### src/rtl/shift_register_tap.sv
// shift_register_tap: multi-channel tapped shift register with per-channel valid and fill tracking.
// Build option SHIFT_REG_TAP_DATA_RESET_EN adds an asynchronous clear to the data stages.
module shift_register_tap #(
    parameter int DATAW     = 8,
    parameter int CHANNELS  = 2,
    parameter int MAX_DEPTH = 8,
    parameter int DEPTHW    = $clog2(MAX_DEPTH)
) (
    input  logic                      clk,
    input  logic                      rst_n,
    input  logic                      enable,
    input  logic                      flush,
    input  logic [DEPTHW-1:0]         tap_sel,
    input  logic [CHANNELS*DATAW-1:0] data_in,
    input  logic [CHANNELS-1:0]       valid_in,
    output logic [CHANNELS*DATAW-1:0] data_out,
    output logic [CHANNELS-1:0]       valid_out,
    output logic                      primed
);

    localparam int CNTW = $clog2(MAX_DEPTH + 1);
    localparam logic [CNTW-1:0] FILL_MAX = CNTW'(MAX_DEPTH);

    logic [CHANNELS*DATAW-1:0] stage_q [MAX_DEPTH];
    logic [CHANNELS-1:0]       vld_q   [MAX_DEPTH];
    logic [CNTW-1:0]           fill_q;
    logic [CNTW-1:0]           fill_d;
    logic [DEPTHW-1:0]         tap_idx;
    logic                      shift;

    // Flush wins over enable, so a flushed cycle never advances the data stages.
    assign shift = enable & ~flush;

`ifdef SHIFT_REG_TAP_DATA_RESET_EN
    always_ff @(posedge clk or negedge rst_n) begin
        if (!rst_n) begin
            for (int i = 0; i < MAX_DEPTH; i++) begin
                stage_q[i] <= '0;
            end
        end else if (shift) begin
            stage_q[0] <= data_in;
            for (int i = 1; i < MAX_DEPTH; i++) begin
                stage_q[i] <= stage_q[i-1];
            end
        end
    end
`else
    always_ff @(posedge clk) begin
        if (shift) begin
            stage_q[0] <= data_in;
            for (int i = 1; i < MAX_DEPTH; i++) begin
                stage_q[i] <= stage_q[i-1];
            end
        end
    end
`endif

    always_ff @(posedge clk or negedge rst_n) begin
        if (!rst_n) begin
            for (int i = 0; i < MAX_DEPTH; i++) begin
                vld_q[i] <= '0;
            end
        end else if (flush) begin
            for (int i = 0; i < MAX_DEPTH; i++) begin
                vld_q[i] <= '0;
            end
        end else if (enable) begin
            vld_q[0] <= valid_in;
            for (int i = 1; i < MAX_DEPTH; i++) begin
                vld_q[i] <= vld_q[i-1];
            end
        end
    end

    always_comb begin
        fill_d = fill_q;
        if (flush) begin
            fill_d = '0;
        end else if (enable && (fill_q != FILL_MAX)) begin
            fill_d = fill_q + CNTW'(1);
        end
    end

    always_ff @(posedge clk or negedge rst_n) begin
        if (!rst_n) begin
            fill_q <= '0;
        end else begin
            fill_q <= fill_d;
        end
    end

    // Out-of-range taps (only possible for non-power-of-2 depths) clamp to the last stage.
    always_comb begin
        tap_idx = tap_sel;
        if (32'(tap_sel) >= MAX_DEPTH) begin
            tap_idx = DEPTHW'(MAX_DEPTH - 1);
        end
    end

    assign primed    = 32'(fill_q) > 32'(tap_idx);
    assign data_out  = stage_q[tap_idx];
    assign valid_out = vld_q[tap_idx] & {CHANNELS{primed}};

endmodule
### config.mk
export PLATFORM = sky130hd
export DESIGN_NAME = shift_register_tap
export DESIGN_NICKNAME = d
export VERILOG_FILES = /design/src/rtl/shift_register_tap.sv
export SDC_FILE = /design/constraint.sdc
export NUM_CORES = 1
export LEC_CHECK = 0
export ABC_AREA = 1
export CORE_MARGIN = 4
export CORE_UTILIZATION = 40
export CTS_BUF_LIST = sky130_fd_sc_hd__clkbuf_8 sky130_fd_sc_hd__clkbuf_16
export CTS_CLUSTER_DIAMETER = 80
export DETAILED_ROUTE_END_ITERATION = 16
export PLACE_DENSITY = 0.66
export SYNTH_ARGS = -nofsm -noshare
export SYNTH_HDL_FRONTEND = slang
export SYNTH_SLANG_ARGS = --single-unit
### constraint.sdc
create_clock -name clk -period 2.3 [get_ports clk]
set_clock_uncertainty 0.1 [all_clocks]
set_input_delay 0.46 -clock clk [delete_from_list [all_inputs] [get_ports clk]]
set_output_delay 0.46 -clock clk [all_outputs]
set_load 0.005 [all_outputs]
======== Word-level counts from Yosys, hierarchy flattened ========
Memory sizes are Yosys's and may differ from the RTL's.
Index checks and enable logic that the tools add are counted.
word-level totals
  register bits after elaboration ......... 20
  RAM bits ................................ 128
  input port bits ......................... 25
  output and inout bits ................... 19
  memories ................................ 1
memory list
  memory   depth  width  read ports  clocked after Yosys merged registers in  wr ports  line  source
  stage_q  8      16     8           0                                        8         24    logic [CHANNELS*DATAW-1:0] stage_q [MAX_DEPTH];
operators by class
  $add $sub $neg .......................... 1
  $lt $le $gt $ge ......................... 2
  equality and inequality tests ........... 1
  mux-type cells .......................... 9
  bitwise gates (word level) .............. 4
  reduce and logical (&&, ||, !) cells .... 3
operators with widths
  kind                                                      number
  two-way mux 16 bit                                        2
  two-way mux 4 bit                                         2
  binary-select mux 2 bit (select 3 bit)                    1
  adder 4 x 1 -> 4 bit, second input constant               1
  greater-or-equal comparator 4 bit, second input constant  1
  greater-than comparator 4 x 3 -> 1 bit                    1
  two-way mux 2 bit                                         2
  != test 4 bit, second input constant                      1
  inverter 3 -> 4 bit                                       1
  nonzero test 2 bit                                        2
  bitwise AND 2 bit                                         1
  two-way mux 1 bit                                         2
  bitwise AND 1 bit                                         1
  logical AND 1 bit                                         1
  inverter 1 bit                                            1

======== Depth between registers and ports, before layout ========
  depth in word-level cells ............... 5
  gate-level depth with buffers ........... 10

======== Worst setup path after synthesis ========
No wires, ideal clock.
  path kind ............................... input port to flip-flop
  start point ............................. input enable
  end point ............................... register vld_q[2] (netlist bit)
  library setup time ...................... 0.082 ns
  arrival time ............................ 2.881 ns
  data required time ...................... 2.118 ns
  slack ................................... -0.764 ns
  cell stages on the path ................. 5
  buffers on the path ..................... 1
  cells stage by stage .................... inv_2 nor2_4 inv_2 buf_2 o22ai_1
between the ends
  longest elaborated chain between the ends .. 1
RTL lines
  item                           line  source
  start, declared                11    input logic enable,
  nonzero test 2 bit (no line)   -
  end signal, assigned by index  70    vld_q[i] <= vld_q[i-1];
  end, declared                  25    logic [CHANNELS-1:0] vld_q [MAX_DEPTH];
Every way passes these cells.
A chain may end at the register's enable or synchronous reset.

======== Worst setup path in the final report ========
  start point ............................. register fill_q[1]
  end point ............................... output valid_out[0]
between the ends
  longest elaborated chain between the ends .. 2
RTL lines
  item                                    line  source
  start, declared                         26    logic [CNTW-1:0] fill_q;
  start signal, assigned                  88    fill_q <= fill_d;
  greater-than comparator 4 x 3 -> 1 bit  100   assign primed = 32'(fill_q) > 32'(tap_idx);
  bitwise AND 2 bit                       102   assign valid_out = vld_q[tap_idx] & {CHANNELS{primed}};
  end, declared                           17    output logic [CHANNELS-1:0] valid_out,
Every way passes these cells.

==> results.ini <==
[drt]
dr_total_vias = 4159
wire_per_inst_um = 15.3
drt_iter0_markers = 332
ant_nets = 0
drc = 0
firstDrtPassIters = 5
detail_route.vias_per_cell = 5.02
wirelength_um = 12600

[synth]
ys_ff_latch = 148
ys_async_sr_fraction_pct = 13.5
syn_area_per_cell_um2 = 11.1
syn_inst = 559
yosysWarnings = 0
yosysUniqueCellTypes = 21
ys.flop_type = edfxtp_1
synth-seq-area-share_pct = 70.0
synth_edf_count = 128
synth_nets = 589
synth_area_um2 = 6210

[layout]
fill_cells = 1343
drive_above_1_share_pct = 11.4
final_common_cell = nor2_1
area_growth_pct = 22.3
n_antenna_cell = 0
final_cell_mix = 134 x nor2_1, 128 x edfxtp_1, 113 x nand2_1, 47 x o21ai_0, 26 x o21ai_1
fin_cells = 828
nets = 657
multi_input_area_um2 = 1550
regArea_um2 = 4350

[power]
vdd_drop_max_mv = 0.478
power_per_cell_area_nw_per_um2 = 812
leakage_uw = 0.00296

[global_routing]
antenna_found_initial = 0
grt_pass1_vias = 4271
grt_usage_pct = 15.1
grt-ovfl-total = 0
grt_max_degree = 38
grt_first_pass_wirelength_um = 21400

[floorplanning]
dieArea_um2 = 17600
die_w_um = 133
initial_core_util_pct = 40.8
core_area_um2 = 15200
die_h_um = 133
boundaryPins = 44
num_rows = 45

[run_status]
outcome = finished clean

[clock_network]
cts_hold_repair.buffers = 0
clock_latency_ns = 0.42
clk_pin_slew_ns = 0.06
cts.sinks = 148
cts-root-buf = clkbuf_16
cts_tree = done
max-clock-path-buffers = 2
htree_levels = 4
cts_made_buffers = 17

[timing]
tightest_slew_ns = 0.468
tns_ns = 0
min_period_over_period_pct = 96.9
drv_slew = 0
hold_viol = 0
maxSlewHeadroom_pct = 68.7
fmax_mhz = 449
grt_setup_unrepaired = yes
min_period_ns = 2.23
setup_viol = 0

[critical_path]
cp.required_ns = 1.74
reg2reg_depth = 6
path_cells = ha_4 > inv_2 > nor2_1 > o21ai_1 > nand2_1 > nand2_2 > nor2_1 > buf_2
crit_arrival_ns = 1.67
max_stage_delay_ns = 0.44
rr_endpoint = fill_q[2]$_DFFE_PN0P_
critPathTopFamily = flip-flops
end_kind = primary output
critPathLaunchType = flop
worst-setup-path-type = flop to primary output
reg2reg_from = fill_q[0]$_DFFE_PN0P_
critPathBufInv = 2
cp_common_cell = nor2_1
r2r_setup_slack_ns = 0.91
worst-path-max-fanout = 4
slowest_stage = dfrtp_2
cp.depth = 8
worstSetupStartpoint = fill_q[1]$_DFFE_PN0P_

[placement]
place_congestion = 0.823
place_inst = 793
io_buffers = 43
dpl.hpwl_um = 7970

[min_path]
hold_path.class = input pin to async pin

[job]
drv_cap = 0

==> power breakdown <==
group          leakage, uW  internal (uW)  total (uW)  switching, uW
registers          0.00148           3030        3070           45.0
clock network     0.000270           1560        2590           1030
logic              0.00122            217         508            291
total              0.00296           4800        6170           1360
==> logic make-up after synthesis <==
kind of cell               Yosys count  synth area share (%)
and+or+nand+nor                    265                  16.5
DFF                                148                  70.0
AOI/OAI and AO/OA                   86                  7.18
buffers and inverters               55                  5.32
adders and majority gates            5                  1.01
==> per-stage QoR <==
step	instance area [um^2]	total power, uW	util (%)	hold WS [ns]	setup WS (ns)
after CTS	7600	6230	50.0	0.274	0.00199
after global routing	7590	6400	49.9	0.299	-0.0245
after global placement	7040	3630	46.3	0.322	-0.543
final	7590	6170	49.9	0.282	0.0718
after detailed placement	7040	3650	46.3	0.328	-0.567
after floorplan	6220	3400	-	0.0644	-0.737
==> synthesized netlist by cell type (2+ instances only) <==
cell      number  area [um^2]
buf_2          7         35.0
ha_1           5         62.6
o21ai_0       48          240
nor2_1       134          503
buf_6         10          113
dfrtp_1       20          500
nand3_1       15         75.1
o22ai_1       12         75.1
clkbuf_2       2         10.0
edfxtp_1     128         3840
nand2_1      114          428
inv_2          2         7.51
o21ai_1       25          125
buf_4          8         60.1
inv_1         23         86.3
==> routing by layer <==
metal  GRT usage [%]  wire [um]  vias up
met3            3.80        485       21
met1            20.4       6010     2009
met5               0          0        -
met2            23.4       5920      100
met4            6.06        235        0
li1                -          -     2029
==> sequential cells by signal (all words and copies together), names as in the netlist <==
register / flops
stage_q: 128
vld_q: 16
fill_q: 4
==> cell type report <==
cell class	instances	share of cell area, %
Timing Repair Buffer	76	10.4
Sequential cell	148	57.2
Tap cell	188	3.10
Clock buffer	17	5.60
Multi-Input combinational cell	356	20.4
Clock inverter	15	1.63
Inverter	28	1.66
==> repair_timing <==
action                     in CTS  in global routing
resized for setup              40                  3
gates cloned                    1                  0
setup endpoints to repair      19                  2
pin swaps                       6                  4
setup buffers                   2                  0
==> worst max-delay path by stage <==
stage | slack (ns) | end
2_1_floorplan | -0.74 | vld_q[2]$_DFFE_PN0P_
3_3_place_gp | -0.54 | valid_out[0]
3_5_place_dp | -0.57 | valid_out[0]
4_1_cts | 0.002 | primed
5_1_grt | -0.02 | valid_out[0]
6_report | 0.07 | valid_out[0]
(Power assumes the default switching activity.)
